[config.mk]
export PLATFORM = sky130hd
export DESIGN_NAME = find_star_scan
export DESIGN_NICKNAME = d
export VERILOG_FILES = /design/src/rtl/find_star_scan_pkg.sv /design/src/rtl/find_star_scan_address_translator.sv /design/src/rtl/find_star_scan.sv
export SDC_FILE = /design/constraint.sdc
export NUM_CORES = 1
export LEC_CHECK = 0
export CAP_MARGIN = 20
export CORE_MARGIN = 2
export CORE_UTILIZATION = 57
export DETAILED_ROUTE_END_ITERATION = 7
export PLACE_DENSITY = 0.9
export SLEW_MARGIN = 20
export SYNTH_ARGS = -nofsm -noshare
export SYNTH_HDL_FRONTEND = slang
export SYNTH_SLANG_ARGS = --single-unit
[constraint.sdc]
create_clock -name clk -period 4.8 [get_ports clk]
set_input_delay 0.96 -clock clk [delete_from_list [all_inputs] [get_ports clk]]
set_output_delay 0.96 -clock clk [all_outputs]
set_load 0.05 [all_outputs]
[src/rtl/find_star_scan_pkg.sv]
// Shared geometry, colour and FSM encoding for the star scanner and the top/bottom finder.
package find_star_scan_pkg;

  localparam int unsigned X_SZ      = 3;
  localparam int unsigned Y_SZ      = 3;
  localparam int unsigned WIDTH     = 6;
  localparam int unsigned HEIGHT    = 6;
  localparam int unsigned ADDR_SZ   = 6;
  localparam int unsigned COL_SZ    = 3;
  localparam int unsigned THRESHOLD = 0;

  typedef enum logic [2:0] {
    StIdle,
    StIssue,
    StCheck,
    StFound,
    StAckLow,
    StAckHigh,
    StDone
  } scan_state_e;

endpackage

[src/rtl/find_star_scan_address_translator.sv]
// Address translator: maps (x, y) to the linear pixel RAM address y*WIDTH + x.
module find_star_scan_address_translator #(
  parameter int unsigned X_SZ    = find_star_scan_pkg::X_SZ,
  parameter int unsigned Y_SZ    = find_star_scan_pkg::Y_SZ,
  parameter int unsigned ADDR_SZ = find_star_scan_pkg::ADDR_SZ,
  parameter int unsigned WIDTH   = find_star_scan_pkg::WIDTH
) (
  input  logic [X_SZ-1:0]    x,
  input  logic [Y_SZ-1:0]    y,
  output logic [ADDR_SZ-1:0] addr
);

  localparam logic [ADDR_SZ-1:0] WidthBits = ADDR_SZ'(WIDTH);

  logic [ADDR_SZ-1:0] xExt;
  logic [ADDR_SZ-1:0] yExt;
  logic [ADDR_SZ-1:0] rowBase;

  assign xExt = ADDR_SZ'(x);
  assign yExt = ADDR_SZ'(y);

  // WIDTH*y as a sum of shifted copies of y, one per set bit of WIDTH.
  always_comb begin
    rowBase = '0;
    for (int i = 0; i < int'(ADDR_SZ); i++) begin
      if (WidthBits[i]) begin
        rowBase = rowBase + (yExt << i);
      end
    end
  end

  assign addr = rowBase + xExt;

endmodule

[src/rtl/find_star_scan.sv]
// Raster scanner: reads the pixel RAM two cycles per pixel and reports every lit pixel,
// pausing on each one until the downstream stage completes a low-then-high handshake.
module find_star_scan #(
  parameter int unsigned X_SZ      = find_star_scan_pkg::X_SZ,
  parameter int unsigned Y_SZ      = find_star_scan_pkg::Y_SZ,
  parameter int unsigned WIDTH     = find_star_scan_pkg::WIDTH,
  parameter int unsigned HEIGHT    = find_star_scan_pkg::HEIGHT,
  parameter int unsigned ADDR_SZ   = find_star_scan_pkg::ADDR_SZ,
  parameter int unsigned COL_SZ    = find_star_scan_pkg::COL_SZ,
  parameter int unsigned THRESHOLD = find_star_scan_pkg::THRESHOLD
) (
  input  logic               clk,
  input  logic               resetn,
  input  logic               start,
  input  logic               stageDone,
  input  logic [COL_SZ-1:0]  pixVal,
  output logic [ADDR_SZ-1:0] memAddr,
  output logic [X_SZ-1:0]    starX,
  output logic [Y_SZ-1:0]    starY,
  output logic               starFound,
  output logic               scanning,
  output logic               scanDone
);

  import find_star_scan_pkg::*;

  localparam logic [X_SZ-1:0] LastX = X_SZ'(WIDTH - 1);
  localparam logic [Y_SZ-1:0] LastY = Y_SZ'(HEIGHT - 1);

  scan_state_e        stateQ, stateD;
  logic [X_SZ-1:0]    xQ, xD, nextX;
  logic [Y_SZ-1:0]    yQ, yD, nextY;
  logic [X_SZ-1:0]    starXQ, starXD;
  logic [Y_SZ-1:0]    starYQ, starYD;
  logic [ADDR_SZ-1:0] memAddrQ;
  logic [ADDR_SZ-1:0] pixAddr;
  logic               pixLit;
  logic               lastPix;

  find_star_scan_address_translator #(
    .X_SZ    (X_SZ),
    .Y_SZ    (Y_SZ),
    .ADDR_SZ (ADDR_SZ),
    .WIDTH   (WIDTH)
  ) addrXlat (
    .x    (xQ),
    .y    (yQ),
    .addr (pixAddr)
  );

  assign pixLit  = (pixVal > COL_SZ'(THRESHOLD));
  assign lastPix = (xQ == LastX) && (yQ == LastY);

  // Raster-order successor; only used when the current pixel is not the last one.
  always_comb begin
    nextX = xQ + X_SZ'(1);
    nextY = yQ;
    if (xQ == LastX) begin
      nextX = '0;
      nextY = yQ + Y_SZ'(1);
    end
  end

  always_comb begin
    stateD = stateQ;
    xD     = xQ;
    yD     = yQ;
    starXD = starXQ;
    starYD = starYQ;
    case (stateQ)
      StIdle, StDone: begin
        if (start) begin
          stateD = StIssue;
          xD     = '0;
          yD     = '0;
        end
      end
      StIssue: stateD = StCheck;
      StCheck: begin
        if (pixLit) begin
          stateD = StFound;
          starXD = xQ;
          starYD = yQ;
        end else if (lastPix) begin
          stateD = StDone;
        end else begin
          stateD = StIssue;
          xD     = nextX;
          yD     = nextY;
        end
      end
      StFound: stateD = StAckLow;
      // A level left high by the previous star must drop before it counts again.
      StAckLow: begin
        if (!stageDone) stateD = StAckHigh;
      end
      StAckHigh: begin
        if (stageDone) begin
          if (lastPix) begin
            stateD = StDone;
          end else begin
            stateD = StIssue;
            xD     = nextX;
            yD     = nextY;
          end
        end
      end
      default: stateD = StIdle;
    endcase
  end

  always_ff @(posedge clk) begin
    if (!resetn) begin
      stateQ   <= StIdle;
      xQ       <= '0;
      yQ       <= '0;
      starXQ   <= '0;
      starYQ   <= '0;
      memAddrQ <= '0;
    end else begin
      stateQ   <= stateD;
      xQ       <= xD;
      yQ       <= yD;
      starXQ   <= starXD;
      starYQ   <= starYD;
      memAddrQ <= memAddr;
    end
  end

  // Address is presented combinationally in ISSUE so read data is back during CHECK.
  assign memAddr   = (stateQ == StIssue) ? pixAddr : memAddrQ;
  assign starX     = starXQ;
  assign starY     = starYQ;
  assign starFound = (stateQ == StFound);
  assign scanning  = (stateQ != StIdle) && (stateQ != StDone);
  assign scanDone  = (stateQ == StDone);

endmodule
* Yosys cells after proc, flatten, opt, wreduce, memory -nomap -nowiden *
Cells that the tools add are included.

storage, ports and cells
  register bits = 21
  input bits = 7
  output and inout port bits = 15
  logic and storage cells = 51

cells by class
  $add $sub $neg = 4
  $lt $le $gt $ge = 1
  equal/unequal tests = 13
  mux-type cells = 18
  reductions and logical operators = 9

operators by type and width
  kind                   number
  $mux W3                14
  $pmux W3 S3            2
  $pmux W3 S6            1
  $eq A3 B3 Y1 const B   5
  $ne A2 B2 Y1 const B   4
  $add A3 B1 Y3 const B  2
  $add A4 B5 Y6          1
  $add A6 B3 Y6          1
  $eq A3 B2 Y1 const B   2
  $mux W6                1
  $reduce_bool A3 Y1     2
  $reduce_and A4 Y1      1
  $eq A3 B1 Y1 const B   1
  $gt A3 B1 Y1 const B   1
  $logic_not A3 Y1       1
  $ne A3 B3 Y1 const B   1
  $reduce_and A3 Y1      1
  $logic_and A1 B1 Y1    2
  $reduce_and A2 Y1      1
  $reduce_or A2 Y1       1

* Depth between registers and ports, before layout *
  depth in word-level cells = 5
  depth in mapped cells = 9
  mapped depth without buffers = 9

* Modules after synthesis *
A second synthesis with hierarchy kept.

unflattened totals
  cell total of the unflattened synthesis = 143
  area total of the unflattened synthesis = 1278.7 sq um

by module, submodules not included
  module                             times used  cells each  area an instance (sq um)  seq. area each (sq um)
  find_star_scan                     1           123         1116.1                    420.4
  find_star_scan_address_translator  1           20          162.7                     0.0

* Least setup slack after synthesis *
No wires, ideal clock.

  kind = register to output
  from = register yQ[0]
  to = output port memAddr[3]
  data arrival time = 2.485 ns
  required time = 3.840 ns
  slack = 1.355 ns
  stages on the path, launching flop included = 8
  buffers on the path = 0
  cells stage by stage = dfxtp_1 -> inv_1 -> fa_1 -> inv_1 -> ha_1 -> inv_1 -> fa_1 -> a21oi_1

on the way
  word-level cells in the longest chain between the ends = 3

RTL lines
  what                    RTL line                                 source
  start, declared         find_star_scan.sv:32                     logic [Y_SZ-1:0] yQ, yD, nextY;
  start signal, assigned  find_star_scan.sv:123                    yQ <= yD;
  $add A4 B5 Y6           find_star_scan_address_translator.sv:27  rowBase = rowBase + (yExt << i);
  $add A6 B3 Y6           find_star_scan_address_translator.sv:32  assign addr = rowBase + xExt;
  $mux W6                 find_star_scan.sv:131                    assign memAddr = (stateQ == StIssue) ? pixAddr : memAddrQ;
  end, declared           find_star_scan.sv:17                     output logic [ADDR_SZ-1:0] memAddr,

No other way between the ends.

* Worst setup path in the final report *
  from = register yQ[0]
  to = output port memAddr[4]

Same word-level chain as after synthesis.

==> summary.txt <==
Outcome = completed
Fraction of layout cells with a size suffix above 1 = 9.14%
Root Buffer = clkbuf_4
CP max-delay cell = clkdlybuf4s50_1
H-tree depth = 1
CTS Buf Count = 3
WS Path Type = reg -> out
Worst-skew pair later-pin latency = 0.32 ns
Critical Path, Cell by Cell = inv_1 > fa_1 > inv_1 > ha_1 > inv_1 > fa_1 > xnor2_1 > mux2_2 > clkdlybuf4s50_1
Final count of pins violating max slew = 0
GR Layer Usage met3 = 4.86%
1st-iter DRT viols = 37
Syn_area_per_cell = 8.69 um2
Most used routing layer = met2
Vias in the first global route = 1098
Max Root-Sink Buffers = 2
DRC = 0
Tot Pwr = 0.346 mW
Net Count, Synth = 172
Dpl cells = 199
Drt total wl = 3010 um
Mapped cell area = 1360 um2
Rel. slew slack = 58.3%
Met1 Use GR = 33.0%
Final-stage net count = 192
Met2 Track Usage GR = 37.9%
Post-route clock period utilization = 86.4%
YS warnings = 0
Clock sinks = 21
Tmin final = 4.15 ns
Die H = 52.8 um
Post-DP HPWL = 2220 um
Cell area after placement = 1550 um2
Post-synth EDFFs = 0
CP endpoint kind = output pin
Endpoints failing setup = 0
DR vias/cell = 6.12
Max incr delay on CP = 0.80 ns
Final std cells w/o fill = 203
Initial antenna violation count = 0
Pre-Repair DR Iteration Count = 4
CTS tree = done
RSZ-0062 raised after global routing = false
First-pass GRT wire length = 5040 um
Postcts setup bufs = 0
# port buffers = 21
Row count = 17
Initial core utilization = 60.7%
Worst Setup Start Kind = flop
Top cell by count, worst path = inv_1
Asr flop ratio synth = 0%
LEAKAGE = 0.611 nW
GRT Overall Usage = 24.9%
DP Worst Slack = 1.01 ns
Yosys reg bits = 21
Setup ws final = 0.653 ns
Netlist cell types = 48
Hold_buf cts = 0
Hold Path Class = reg -> reg
Layout area overhead = 16.0%
Final RePlAce weighted congestion = 0.949
Pwr/cell area = 220 nW/um2
Cells after Synth = 156
Clock Pin Slew Worst Setup and Hold Paths = 0.12 ns
Core area = 2230 um2
Fin. Hold Viols = 0
CP required = 3.84 ns
PostCTS Resize Cnt = 0
Die X = 52.8 um
Maximum fanout along the worst path = 6
Max Cap Viol = 0
Main synth FF type = dfxtp_1
Total number of vias = 1242
Skew final = 0.00345 ns
Wirelength per Cell = 14.8 um
GR Overflow Total = 0
Largest net degree at the start of global routing = 19
Worst EP arrival = 3.19 ns
Setup_tns = 0 ns
Max Fclk = 241 MHz
R2r setup slk = 2.42 ns
DRT antenna net count = 0
Worst Tran Pin Value = 0.623 ns
Seq/Total Area, Yosys = 31.0%
IO Count = 22
Final Instance Area = 1570 um2
Worst VDD drop = 210 uV
Die area = 2790 um2
Ant. Diodes = 0
Filler cell count = 181
cell usage after synthesis (4+ instances only):
library cell | number | share of area, %
nor2_1 | 10 | 2.8
and2_1 | 8 | 3.7
mux2_2 | 4 | 3.3
o21ai_0 | 4 | 1.5
dfxtp_1 | 21 | 31
nand2_1 | 19 | 5.3
inv_1 | 10 | 2.8
a21oi_1 | 12 | 4.4
nand3_1 | 5 | 1.8
ha_1 | 7 | 6.5
buf_6 | 4 | 3.3
worst max-delay path, delay by kind of cell, from the launching register on:
kind / cells / cell delay (ns)
multiplexers: 1 / 0.18
XOR/XNOR: 1 / 0.17
flip-flops: 1 / 0.45
buffers and inverters: 4 / 1.05
adder cells (fa/ha/maj): 3 / 1.03
placed cells by master (no fill, tap or decap), types with 2 or more instances in the layout:
| master | Yosys | routed |
|---|---|---|
| or3_1 | 2 | 2 |
| a211oi_1 | 2 | 2 |
| nand3_1 | 5 | 5 |
| ha_1 | 7 | 7 |
| inv_1 | 10 | 10 |
| fa_1 | 2 | 2 |
| a21o_1 | 3 | 3 |
| nand3b_1 | 3 | 3 |
| clkdlybuf4s50_1 | 0 | 21 |
| nand2b_1 | 3 | 3 |
| nand2_1 | 19 | 19 |
| a221oi_1 | 3 | 3 |
| mux2i_1 | 3 | 3 |
| o32ai_1 | 3 | 3 |
| dfxtp_1 | 21 | 21 |
| mux2_2 | 4 | 4 |
| a21oi_1 | 12 | 12 |
| o21ai_0 | 4 | 4 |
| nor2_1 | 10 | 10 |
| and2_1 | 8 | 8 |
| clkbuf_4 | 0 | 3 |
cell families (layout without fill, tap and decap cells):
| kind of cell | after synthesis | count (layout) | synth area share (%) |
|---|---|---|---|
| buffers and inverters | 17 | 36 | 7.20 |
| adder cells (fa/ha/maj) | 9 | 9 | 9.41 |
| AO/OA/AOI/OAI | 38 | 38 | 19.9 |
| flip-flops | 21 | 21 | 31.0 |
| multiplexers | 7 | 7 | 5.53 |
| XOR/XNOR | 1 | 1 | 0.646 |
| AND/OR/NAND/NOR | 63 | 63 | 26.3 |
sequential cells by signal, summed over array words and instances, names as in the netlist:
register and cells:
yQ 3, xQ 3, memAddrQ 6, stateQ 3, starX 3, starY 3
metal layers:
layer | vias to the layer above | share of wire, %
met4 | 0 | 2.5
li1 | 597 | -
met2 | 55 | 48
met5 | - | 0
met1 | 581 | 44
met3 | 9 | 5.5
power by group:
group	internal (mW)	leakage [nW]	switching (mW)
Combinational	0.0285	0.424	0.0447
Clock	0.0312	0.0177	0.0584
Sequential	0.178	0.170	0.00598
layout make-up:
type | instances | area (um2) | share of cell area [%]
clock buffer | 3 | 22.5 | 1.43
clock inverter | 1 | 5.00 | 0.318
inverter | 11 | 41.3 | 2.63
multi-input combinational | 118 | 838 | 53.3
sequential | 21 | 420 | 26.7
tap | 28 | 35.0 | 2.23
timing repair buffer | 21 | 210 | 13.4
final timing paths:
kind,start,endpoint,cells after the start
setup / recovery,yQ[0],memAddr[4],9
hold / removal,starY[1],starY[1],2
setup reg to reg,yQ[0],memAddrQ[4],9
hold reg to reg,starY[1],starY[1],2
stage by stage:
| stage | utilization (%) | hold WS, ns |
|---|---|---|
| CTS | 70.4 | 0.465 |
| floorplan | - | 0.466 |
| detailed placement | 69.2 | 0.448 |
| finish | 70.4 | 0.464 |
| global placement | 69.2 | 0.444 |
| global route | 70.4 | 0.485 |
Note: power is estimated with default switching activity, not from simulation.
